--- config.mk ---
export PLATFORM = sky130hd
export DESIGN_NAME = motion_scheduler
export DESIGN_NICKNAME = d
export VERILOG_FILES = /design/src/rtl/motion_pkg.sv /design/src/rtl/motion_scheduler_btn_debounce.sv /design/src/rtl/motion_scheduler.sv
export SDC_FILE = /design/constraint.sdc
export NUM_CORES = 1
export LEC_CHECK = 0
export ABC_AREA = 1
export BUFFER_PORTS_ARGS = -buffer_cell sky130_fd_sc_hd__buf_2
export CORE_MARGIN = 10
export CORE_UTILIZATION = 45
export DETAILED_ROUTE_END_ITERATION = 10
export PLACE_DENSITY = 0.68
export SETUP_SLACK_MARGIN = 0.5
export SYNTH_ARGS = -nofsm -noshare
export SYNTH_HDL_FRONTEND = slang
export SYNTH_SLANG_ARGS = --single-unit
--- constraint.sdc ---
create_clock -name clk_148MHz -period 4.42 [get_ports clk_148MHz]
set_clock_uncertainty 0.1 [all_clocks]
set_input_delay 0.221 -clock clk_148MHz [delete_from_list [all_inputs] [get_ports clk_148MHz]]
set_output_delay 0.221 -clock clk_148MHz [all_outputs]
set_load 0.02 [all_outputs]
--- src/rtl/motion_pkg.sv ---
// motion_pkg -- shared types and screen constants for the motion path.
// Used by motion_scheduler, btn_debounce, the pixel generator and the
// collision checker so all of them agree on screen size and circle radius.
//   mstate_t   : scheduler FSM state (IDLE / RUN / RECENTER)
//   dir_t      : signed 2-bit direction (-1, 0, +1)
//   dir_pair_t : resolved horizontal + vertical direction
package motion_pkg;

  localparam int SCR_HD    = 1920;
  localparam int SCR_VD    = 1080;
  localparam int SCR_R     = 100;
  localparam int SCR_CTR_H = SCR_HD / 2;
  localparam int SCR_CTR_V = SCR_VD / 2;

  // button lane order inside the scheduler
  localparam int NUM_BTN = 4;
  localparam int BTN_U   = 0;
  localparam int BTN_D   = 1;
  localparam int BTN_L   = 2;
  localparam int BTN_R   = 3;

  typedef logic [1:0] mstate_t;
  localparam mstate_t ST_IDLE     = 2'd0;
  localparam mstate_t ST_RUN      = 2'd1;
  localparam mstate_t ST_RECENTER = 2'd2;

  typedef logic signed [1:0] dir_t;

  typedef struct packed {
    dir_t h;
    dir_t v;
  } dir_pair_t;

  // neg only -> -1, pos only -> +1, both or neither -> 0
  function automatic dir_t resolve(input logic neg, input logic pos);
    if (neg && !pos) return -2'sd1;
    if (pos && !neg) return 2'sd1;
    return 2'sd0;
  endfunction

  // clamp in 13-bit signed so under/overflow is caught before truncation
  function automatic logic [11:0] clamp_pos(input logic signed [12:0] v,
                                            input logic signed [12:0] lo,
                                            input logic signed [12:0] hi);
    if (v < lo) return lo[11:0];
    if (v > hi) return hi[11:0];
    return v[11:0];
  endfunction

endpackage

--- src/rtl/motion_scheduler_btn_debounce.sv ---
// btn_debounce -- 2-flop synchronizer plus stable-count filter for one
// raw button. The accepted level flips only after DEB_CYCLES consecutive
// synchronized samples that differ from it; any agreeing sample restarts
// the count.
//   clk_148MHz : pixel clock
//   reset      : async active-high reset (level clears to 0)
//   btn        : raw asynchronous button
//   level      : accepted (debounced) level
module btn_debounce #(
  parameter int DEB_CYCLES = 1480000
) (
  input  logic clk_148MHz,
  input  logic reset,
  input  logic btn,
  output logic level
);

  localparam int CW = $clog2(DEB_CYCLES + 1);

  logic [1:0]    sync;
  logic [CW-1:0] cnt;

  always_ff @(posedge clk_148MHz or posedge reset) begin
    if (reset) begin
      sync  <= '0;
      cnt   <= '0;
      level <= 1'b0;
    end else begin
      sync <= {sync[0], btn};
      if (sync[1] == level) begin
        cnt <= '0;
      end else if (cnt == CW'(DEB_CYCLES - 1)) begin
        // this is the DEB_CYCLES-th differing sample in a row
        level <= sync[1];
        cnt   <= '0;
      end else begin
        cnt <= cnt + 1'b1;
      end
    end
  end

endmodule

--- src/rtl/motion_scheduler.sv ---
// motion_scheduler -- turns board buttons into frame-synchronous moves of
// the circle center consumed by the pixel/color generator.
//   clk_148MHz, reset (async, active-high)
//   enable             : motion enable; low forces IDLE
//   btnU/btnD/btnL/btnR: raw asynchronous buttons
//   frame_tick         : one-cycle pulse at start of vertical blanking
//   collision          : flag from the collision checker
//   pos_h, pos_v       : circle center (12 bits each)
//   step               : step size in use, 0 when no direction active
//   moving             : RUN with a nonzero resolved direction
//   frozen             : RECENTER in progress
// Build option: define MOTION_DIAG_EN to step both axes on the same frame;
// otherwise a both-axes request alternates H/V one frame at a time.
module motion_scheduler
  import motion_pkg::*;
#(
  parameter int HD              = SCR_HD,
  parameter int VD              = SCR_VD,
  parameter int R               = SCR_R,
  parameter int DEB_CYCLES      = 1480000,
  parameter int RAMP_FRAMES     = 30,
  parameter int MAX_STEP        = 4,
  parameter int RECENTER_FRAMES = 60
) (
  input  logic        clk_148MHz,
  input  logic        reset,
  input  logic        enable,
  input  logic        btnU,
  input  logic        btnD,
  input  logic        btnL,
  input  logic        btnR,
  input  logic        frame_tick,
  input  logic        collision,
  output logic [11:0] pos_h,
  output logic [11:0] pos_v,
  output logic [2:0]  step,
  output logic        moving,
  output logic        frozen
);

  localparam int HOLD_MAX = 2 * RAMP_FRAMES;
  localparam int HW       = $clog2(HOLD_MAX + 1);
  localparam int RCW      = (RECENTER_FRAMES < 1) ? 1 : $clog2(RECENTER_FRAMES + 1);

  localparam logic [11:0]        RST_H = 12'(HD / 2);
  localparam logic [11:0]        RST_V = 12'(VD / 2);
  localparam logic signed [12:0] LO    = 13'(R + 1);
  localparam logic signed [12:0] HI_H  = 13'(HD - R - 1);
  localparam logic signed [12:0] HI_V  = 13'(VD - R - 1);

  // ---------------- buttons ----------------
  logic [NUM_BTN-1:0] btn_raw, btn_lvl;

  assign btn_raw = {btnR, btnL, btnD, btnU};

  btn_debounce #(.DEB_CYCLES(DEB_CYCLES)) u_deb [NUM_BTN-1:0] (
    .clk_148MHz (clk_148MHz),
    .reset      (reset),
    .btn        (btn_raw),
    .level      (btn_lvl)
  );

  dir_t      dh, dv;
  dir_pair_t dir_cur, dir_q;
  logic      dir_any, dir_chg;

  assign dh      = resolve(btn_lvl[BTN_L], btn_lvl[BTN_R]);
  assign dv      = resolve(btn_lvl[BTN_U], btn_lvl[BTN_D]);
  assign dir_cur = '{h: dh, v: dv};
  assign dir_any = (dh != 2'sd0) || (dv != 2'sd0);
  assign dir_chg = (dir_cur != dir_q);

  // ---------------- state ----------------
  mstate_t        st;
  logic [HW-1:0]  hold;
  logic [RCW-1:0] rc;
  logic [2:0]     step_cur;
  logic [11:0]    nxt_h, nxt_v;
  logic           mv_h, mv_v;
  logic           run_tick;

  assign run_tick = enable && (st == ST_RUN) && frame_tick && !collision;

  // hold only grows while the same nonzero direction set persists in RUN;
  // IDLE and RECENTER keep it cleared so motion restarts at step 1
  always_ff @(posedge clk_148MHz or posedge reset) begin
    if (reset) begin
      dir_q <= '0;
      hold  <= '0;
    end else begin
      dir_q <= dir_cur;
      if (st != ST_RUN || !dir_any || dir_chg)
        hold <= '0;
      else if (frame_tick && hold != HW'(HOLD_MAX))
        hold <= hold + 1'b1;
    end
  end

  always_comb begin
    if (int'(hold) < RAMP_FRAMES)          step_cur = 3'd1;
    else if (int'(hold) < 2 * RAMP_FRAMES) step_cur = 3'd2;
    else                                   step_cur = 3'(MAX_STEP);
  end

  assign moving = (st == ST_RUN) && dir_any;
  assign step   = moving ? step_cur : 3'd0;
  assign frozen = (st == ST_RECENTER);

  // ---------------- axis arbitration ----------------
`ifdef MOTION_DIAG_EN
  always_comb begin
    mv_h = (dh != 2'sd0);
    mv_v = (dv != 2'sd0);
  end
`else
  logic ptr_v;   // 0: horizontal gets the next shared frame
  logic both;

  always_comb begin
    both = (dh != 2'sd0) && (dv != 2'sd0);
    mv_h = (dh != 2'sd0) && (!both || !ptr_v);
    mv_v = (dv != 2'sd0) && (!both || ptr_v);
  end

  always_ff @(posedge clk_148MHz or posedge reset) begin
    if (reset)                 ptr_v <= 1'b0;
    else if (run_tick && both) ptr_v <= ~ptr_v;
  end
`endif

  always_comb begin
    logic signed [12:0] sstep;
    sstep = signed'({10'd0, step_cur});
    nxt_h = pos_h;
    nxt_v = pos_v;
    if (mv_h)
      nxt_h = clamp_pos(signed'({1'b0, pos_h}) + (dh[1] ? -sstep : sstep), LO, HI_H);
    if (mv_v)
      nxt_v = clamp_pos(signed'({1'b0, pos_v}) + (dv[1] ? -sstep : sstep), LO, HI_V);
  end

  // ---------------- FSM + position ----------------
  always_ff @(posedge clk_148MHz or posedge reset) begin
    if (reset) begin
      st    <= ST_IDLE;
      pos_h <= RST_H;
      pos_v <= RST_V;
      rc    <= '0;
    end else if (!enable) begin
      st <= ST_IDLE;
      rc <= '0;
    end else begin
      case (st)
        ST_IDLE: st <= ST_RUN;
        ST_RUN: begin
          if (frame_tick) begin
            if (collision) begin
              // collision beats any pending step on this frame
              pos_h <= RST_H;
              pos_v <= RST_V;
              rc    <= RCW'(RECENTER_FRAMES);
              st    <= ST_RECENTER;
            end else begin
              pos_h <= nxt_h;
              pos_v <= nxt_v;
            end
          end
        end
        ST_RECENTER: begin
          if (frame_tick) begin
            if (rc <= RCW'(1)) begin
              rc <= '0;
              st <= ST_RUN;
            end else begin
              rc <= rc - 1'b1;
            end
          end
        end
        default: st <= ST_IDLE;
      endcase
    end
  end

endmodule

Yosys cells after proc, flatten, opt, wreduce, memory -nomap -nowiden
Cells that the tools add are included.
{"block": "word_totals", "word_cells": 162, "out_inout_bits": 29, "in_bits": 9, "register_bits": 139}
{"block": "op_classes", "reduce_logical": 40, "magnitude_cmp": 7, "muxes": 63, "eq_ne": 18, "bitwise": 5, "n_addsub": 9}
{"op": "two-way mux 21 bit", "n": 8}
{"op": "two-way mux 12 bit", "n": 12}
{"op": "adder 21 x 1 -> 21 bit (second input constant)", "n": 4}
{"op": "equality test 21 bit (second input constant)", "n": 4}
{"op": "two-way mux 6 bit", "n": 7}
{"op": "adder 13 bit", "n": 2}
{"op": "less-than comparator 13 x 8 -> 1 bit (second input constant)", "n": 2}
{"op": "two-way mux 13 bit", "n": 2}
{"op": "two-way mux 2 bit", "n": 13}
{"op": "two-way mux 1 bit", "n": 16}
{"op": "AND reduction 4 bit", "n": 4}
{"op": "> comparator 13 x 11 -> 1 bit (second input constant)", "n": 1}
{"op": "> comparator 13 x 12 -> 1 bit (second input constant)", "n": 1}
{"op": "logical AND 1 bit", "n": 13}
{"op": "negation 3 -> 13 bit", "n": 1}
{"op": "case mux 6 bit (2 select lines)", "n": 1}
{"op": "nonzero test 2 bit", "n": 5}
{"op": "two-way mux 3 bit", "n": 3}
{"op": "inequality test 3 bit (second input constant)", "n": 3}
{"op": "zero test 1 bit", "n": 8}
{"op": "AND reduction 2 bit", "n": 4}
{"op": "adder 6 x 1 -> 6 bit (second input constant)", "n": 1}
{"op": "<= comparator 6 x 1 -> 1 bit (second input constant)", "n": 1}
{"op": "less-than comparator 6 x 5 -> 1 bit (second input constant)", "n": 1}
{"op": "14 further kinds", "n": 25}

Depth between registers and ports, before layout
{"block": "depth", "depth_word": 18, "depth_mapped": 23, "depth_no_buf": 23}

Cells and area by module
Synthesis repeated with hierarchy kept, for this count alone.
{"block": "hier_totals", "hier_cells": 1367, "hier_area_um2": 9599.2}
{"mod": "btn_debounce (u_deb[0] ...)", "cells_per_inst": 187, "area_each_um2": 1422.6, "n_inst": 3}
{"mod": "motion_scheduler", "cells_per_inst": 612, "area_each_um2": 3922.5, "n_inst": 1}
{"mod": "btn_debounce (u_deb[3])", "cells_per_inst": 194, "area_each_um2": 1408.9, "n_inst": 1}

Worst setup path after synthesis
Ideal clock, no wire load.
{"block": "synth_timing", "kind": "register -> register", "from": "register u_deb[3].level", "to": "register pos_h[2]", "period_less_slack_ns": 2.754, "t_arrival_ns": 2.538, "required_time_ns": 4.204, "setup_slack_ns": 1.666, "path_stages_with_launch": 18, "n_path_buf": 0, "setup_ns": 0.116, "path_cell_list": "dfrtp_1 > inv_1 > ha_1 > o21ai_0 > fa_1 > inv_1 > nand3_1 > nand2_1 > nand2_1 > nand2_1 > nand4_1 > nand2_1 > xor2_1 > nand2_1 > inv_1 > nand2_1 > nand2_1 > nand2_1"}
{"block": "synth_via", "elab_chain_len": 15, "word_cells_on_any_way": 30}
{"element": "start: declaration", "line": "motion_scheduler_btn_debounce.sv:15", "rtl": "output logic level"}
{"element": "start signal: assignment", "line": "motion_scheduler_btn_debounce.sv:34", "rtl": "level <= sync[1];"}
{"element": "logical AND 1 bit", "line": "motion_pkg.sv:37", "rtl": "if (pos && !neg) return 2'sd1;"}
{"element": "two-way mux 1 bit (2 in series)", "line": "motion_pkg.sv:37"}
{"element": "two-way mux 2 bit", "line": "motion_pkg.sv:38", "rtl": "return 2'sd0;"}
{"element": "two-way mux 2 bit *", "line": "motion_pkg.sv:37"}
{"element": "named net dh[1]", "line": "motion_scheduler.sv:63", "rtl": "dir_t dh, dv;"}
{"element": "two-way mux 13 bit", "line": "motion_scheduler.sv:137", "rtl": "nxt_h = clamp_pos(signed'({1'b0, pos_h}) + (dh[1] ? -sstep : sstep), LO, HI_H);"}
{"element": "adder 13 bit", "line": "motion_scheduler.sv:137"}
{"element": "> comparator 13 x 12 -> 1 bit", "line": "motion_pkg.sv:46", "rtl": "if (v > hi) return hi[11:0];"}
{"element": "two-way mux 1 bit (2 in series)", "line": "motion_pkg.sv:46"}
{"element": "two-way mux 1 bit", "line": "motion_scheduler.sv:136", "rtl": "if (mv_h)"}
{"element": "two-way mux 12 bit", "line": "motion_pkg.sv:47", "rtl": "return v[11:0];"}
{"element": "two-way mux 12 bit", "line": "motion_pkg.sv:46"}
{"element": "two-way mux 12 bit", "line": "motion_scheduler.sv:136"}
{"element": "two-way mux 12 bit", "line": "motion_scheduler.sv:157", "rtl": "if (collision) begin"}
{"element": "end signal: assignment", "line": "motion_scheduler.sv:164", "rtl": "pos_h <= nxt_h;"}
{"element": "end: declaration", "line": "motion_scheduler.sv:34", "rtl": "output logic [11:0] pos_h,"}
The timed path passes the listed nets; every way through them passes the cells marked *. The select of a mux whose other input is x is not followed.
A chain may end at the register's enable or synchronous reset.

Worst setup path in the final report
{"block": "layout_timing", "from": "register u_deb[3].level", "to": "register pos_h[0]"}
The elaborated chain is that of the path after synthesis.

==> summary.md <==
| Metric | Value |
|---|---|
| Met1 usage | `0.215` |
| Met3 Use GR | `0.0374` |
| Leak | `4.84 nW` |
| Slew HR | `0.520` |
| Reg power frac | `0.380` |
| Max Buffers Root-to-Sink | `2` |
| IO Pins | `38` |
| Final Hold Viols | `0` |
| Slowest-stage cell, CP | `ha_1` |
| Share of layout cells above drive strength 1 | `0.0986` |
| CP endpoint kind | `flip-flop` |
| Total grt overflow | `0` |
| Post-Syn Area | `between 8000 and 9000 µm²` |
| Sw frac | `0.367` |
| Synth warnings | `0` |
| Routed WL | `between 15000 and 20000 µm` |
| Die Area | `25000 µm²` |
| Setup Total Neg Slack | `0 ns` |
| Reg clk slew, reported paths | `0.06 ns` |
| Setup Viol. Count Final | `0` |
| Clk root buf | `clkbuf_16` |
| Synth Register Bits | `between 100 and 150` |
| Core area | `between 15000 and 20000 µm²` |
| Clock network fraction of total power | `0.328` |
| Vias in the first global route | `approximately 7000` |
| Crit path buffers/inverters | `2` |
| CP top delay family | `adder cells` |
| Wire length per cell | `around 13 µm` |
| Routability congestion estimate | `approximately 0.90` |
| Worst Hold Class | `primary input to flip-flop` |
| Worst-Skew Late Latency | `between 0.4 and 0.5 ns` |
| Footprint of the multi-input gates | `4360 µm²` |
| Psw | `approximately 0.0015 W` |
| Outcome | `complete, no violations` |
| Crit path cell chain | `inv_1, ha_1, o21ai_0, fa_1, inv_1, nand3_1, nand2_1, nand2_1, nand2_1, nand4_1, nand2_1, xor2_1, nand2_1, nor3_1, o21ai_0` |
| H-Tree Depth | `4` |
| Layout Utilization | `0.515` |
| Startpoint types | `flip-flop` |
| Final min period | `approximately 3.3 ns` |
| Most frequent cells in the layout | `301 x nand2_1, 187 x inv_1, 131 x dfrtp_1, 126 x nor2_1, 61 x nand3_1` |
| Core Rows | `50` |
| Met2 usage | `0.243` |
| Die span in x | `between 150 and 200 µm` |
| Design Power | `0.00404 W` |
| Register area | `3490 µm²` |
| MaxCap Viol Count | `0` |
| Max Slew Vio Count | `0` |
| Total CTS buffers | `17` |
| Final Cell Area | `between 9000 and 10000 µm²` |
| Initial antenna violation count | `0` |
| Maximum VDD drop | `between 0.3 and 0.4 mV` |
| CTS tree | `yes` |
| First-pass GRT wire length | `around 32000 µm` |
| Layout area overhead | `12.6%` |
| CP arrival | `roughly 3.5 ns` |
| Most used cell along the critical path | `nand2_1` |
| Synth Area per Inst | `7.42 µm²` |
| Post-Synthesis Net Count | `around 1200` |
| Via density per instance | `approximately 5.1` |
| IO Port Bufs | `37` |
| Initial DRC count | `about 550` |
| Via count | `7508` |
| Worst-path fanout max | `13` |
| Most used routing layer | `met2` |
| Diodes inserted | `0` |
| DP Wirelength | `~14000 µm` |
| Combinational share of power | `0.292` |
| CTS resizes | `0` |
| Fill cells | `around 1800` |
| Pwr Density | `418 nW/µm²` |
| CP Class | `flip-flop to flip-flop` |
| Worst path max stage delay | `roughly 0.52 ns` |
| Initial Util | `0.457` |
| Dpl cell area | `just over 9000 µm²` |
| Slew @ Worst Pin | `approximately 0.72 ns` |
| Final Cycle Share | `0.736` |
| RSZ-0062 raised after global routing | `false` |
| Most common cell after layout, fill and taps aside | `nand2_1` |
| Clock sinks | `between 100 and 150` |
| DRC Markers | `0` |
| Vert. Die Dim | `roughly 160 µm` |
| Final ANT Viol Nets | `0` |
| Largest net degree at the start of global routing | `140` |
| Post-synthesis sequential area ratio | `0.406` |
| Post-synthesis cell count | `between 1000 and 1500` |
| Final #Nets | `1258` |
| Yosys cell types | `51` |
| Drt pass-1 iters | `5` |
| Gr usage total | `0.158` |
| Worst path required time | `around 4.6 ns` |
| Max Clock Freq | `about 300 MHz` |
| Internal power | `0.00256 W` |
==> cells by family (layout without fill, tap and decap cells) <==
kind of cell,count (synthesis),count (layout),share of synthesized area
adder cells (fa/ha/maj),35,35,0.0528
AO/OA/AOI/OAI,135,135,0.0924
multiplexers,3,3,0.00393
flip-flops,139,139,0.406
AND/OR/NAND/NOR,623,623,0.332
buffers and inverters,195,265,0.0854
XOR/XNOR,27,27,0.0275
==> cell type report <==
type | instances | area share
multi-input combinational | 823 | 0.451
clock buffer | 18 | 0.0454
clock inverter | 14 | 0.0116
tap | 234 | 0.0303
inverter | 190 | 0.0741
sequential | 139 | 0.361
timing repair buffer | 43 | 0.0264
==> layer usage <==
layer,routed length [µm],up-vias
li1,-,3867
met1,9490,3486
met2,8340,138
met3,802,17
met4,251,0
met5,0,-
==> repair_timing <==
action,in CTS,in global routing
setup buffers,0,0
hold endpoints to repair,135,0
hold buffers,5,0
==> power groups by stage <==
| stage | logic [W] | registers, W | clock network [W] |
|---|---|---|---|
| after floorplan | 0.000763 | 0.00163 | 0 |
| after global placement | 0.00117 | 0.00156 | 0 |
| after detailed placement | 0.00117 | 0.00156 | 0 |
| after CTS | 0.00118 | 0.00154 | 0.00136 |
| after global routing | 0.00134 | 0.00155 | 0.00143 |
| final | 0.00118 | 0.00154 | 0.00132 |
==> cells in the mapped netlist (all sizes together) <==
cell type | n | area share
a2111oi | 1 | 0.0032
dfrtp | 131 | 0.38
a21o | 1 | 0.00087
a31oi | 11 | 0.0087
nand3 | 65 | 0.040
buf | 1 | 0.00058
inv | 189 | 0.083
nor3b | 11 | 0.010
ha | 33 | 0.048
o21ai | 42 | 0.025
or2 | 4 | 0.0032
dfstp | 8 | 0.024
nor4 | 17 | 0.017
clkinv | 1 | 0.00044
nand4 | 36 | 0.027
o211a | 3 | 0.0035
o21a | 5 | 0.0044
o22ai | 3 | 0.0022
o2111ai | 1 | 0.0010
o21bai | 3 | 0.0039
a211oi | 3 | 0.0026
nor3 | 41 | 0.029
or3 | 1 | 0.0013
xnor2 | 6 | 0.0061
xor2 | 21 | 0.021
and3 | 3 | 0.0022
a21oi | 62 | 0.037
mux2 | 3 | 0.0039
nor2 | 133 | 0.061
nand3b | 5 | 0.0044
fa | 2 | 0.0047
clkbuf | 4 | 0.0017
nand2 | 307 | 0.14
==> worst min-delay path: stages <==
cell and delay, ns:
buf_2 0.14, nand3_1 0.08, o21ai_0 0.08
==> sequential cells by signal, summed over array words and instances (netlist names) <==
signal       flops
pos_v           12
rc               6
dir_q            4
u_deb.cnt       84
hold             6
st               2
u_deb.sync       8
u_deb.level      4
pos_h           12
ptr_v            1
==> stage by stage <==
stage          hold slack, ns  worst slack, ns  cells
5_1_grt                0.0807            0.837   1461
4_1_cts                0.0329             1.17   1461
3_5_place_dp            0.230             1.20   1424
2_1_floorplan           0.152             1.67   1157
3_3_place_gp            0.229             1.29   1424
6_report               0.0394             1.17   1461
==> worst paths after layout <==
check                           slack [ns]                to  depth (start not counted)             start
worst min register to register        0.25  u_deb[3].sync[1]                          0  u_deb[3].sync[0]
worst max-delay path                  1.17          pos_h[0]                         15    u_deb[3].level
worst min-delay path                  0.04             rc[5]                          3            enable
worst max register to register        1.17          pos_h[0]                         15    u_deb[3].level
min in group asynchronous             0.48   u_deb[0].cnt[2]                          4             reset
max in group asynchronous             3.24           hold[3]                          4             reset
(Power assumes the default switching activity.)
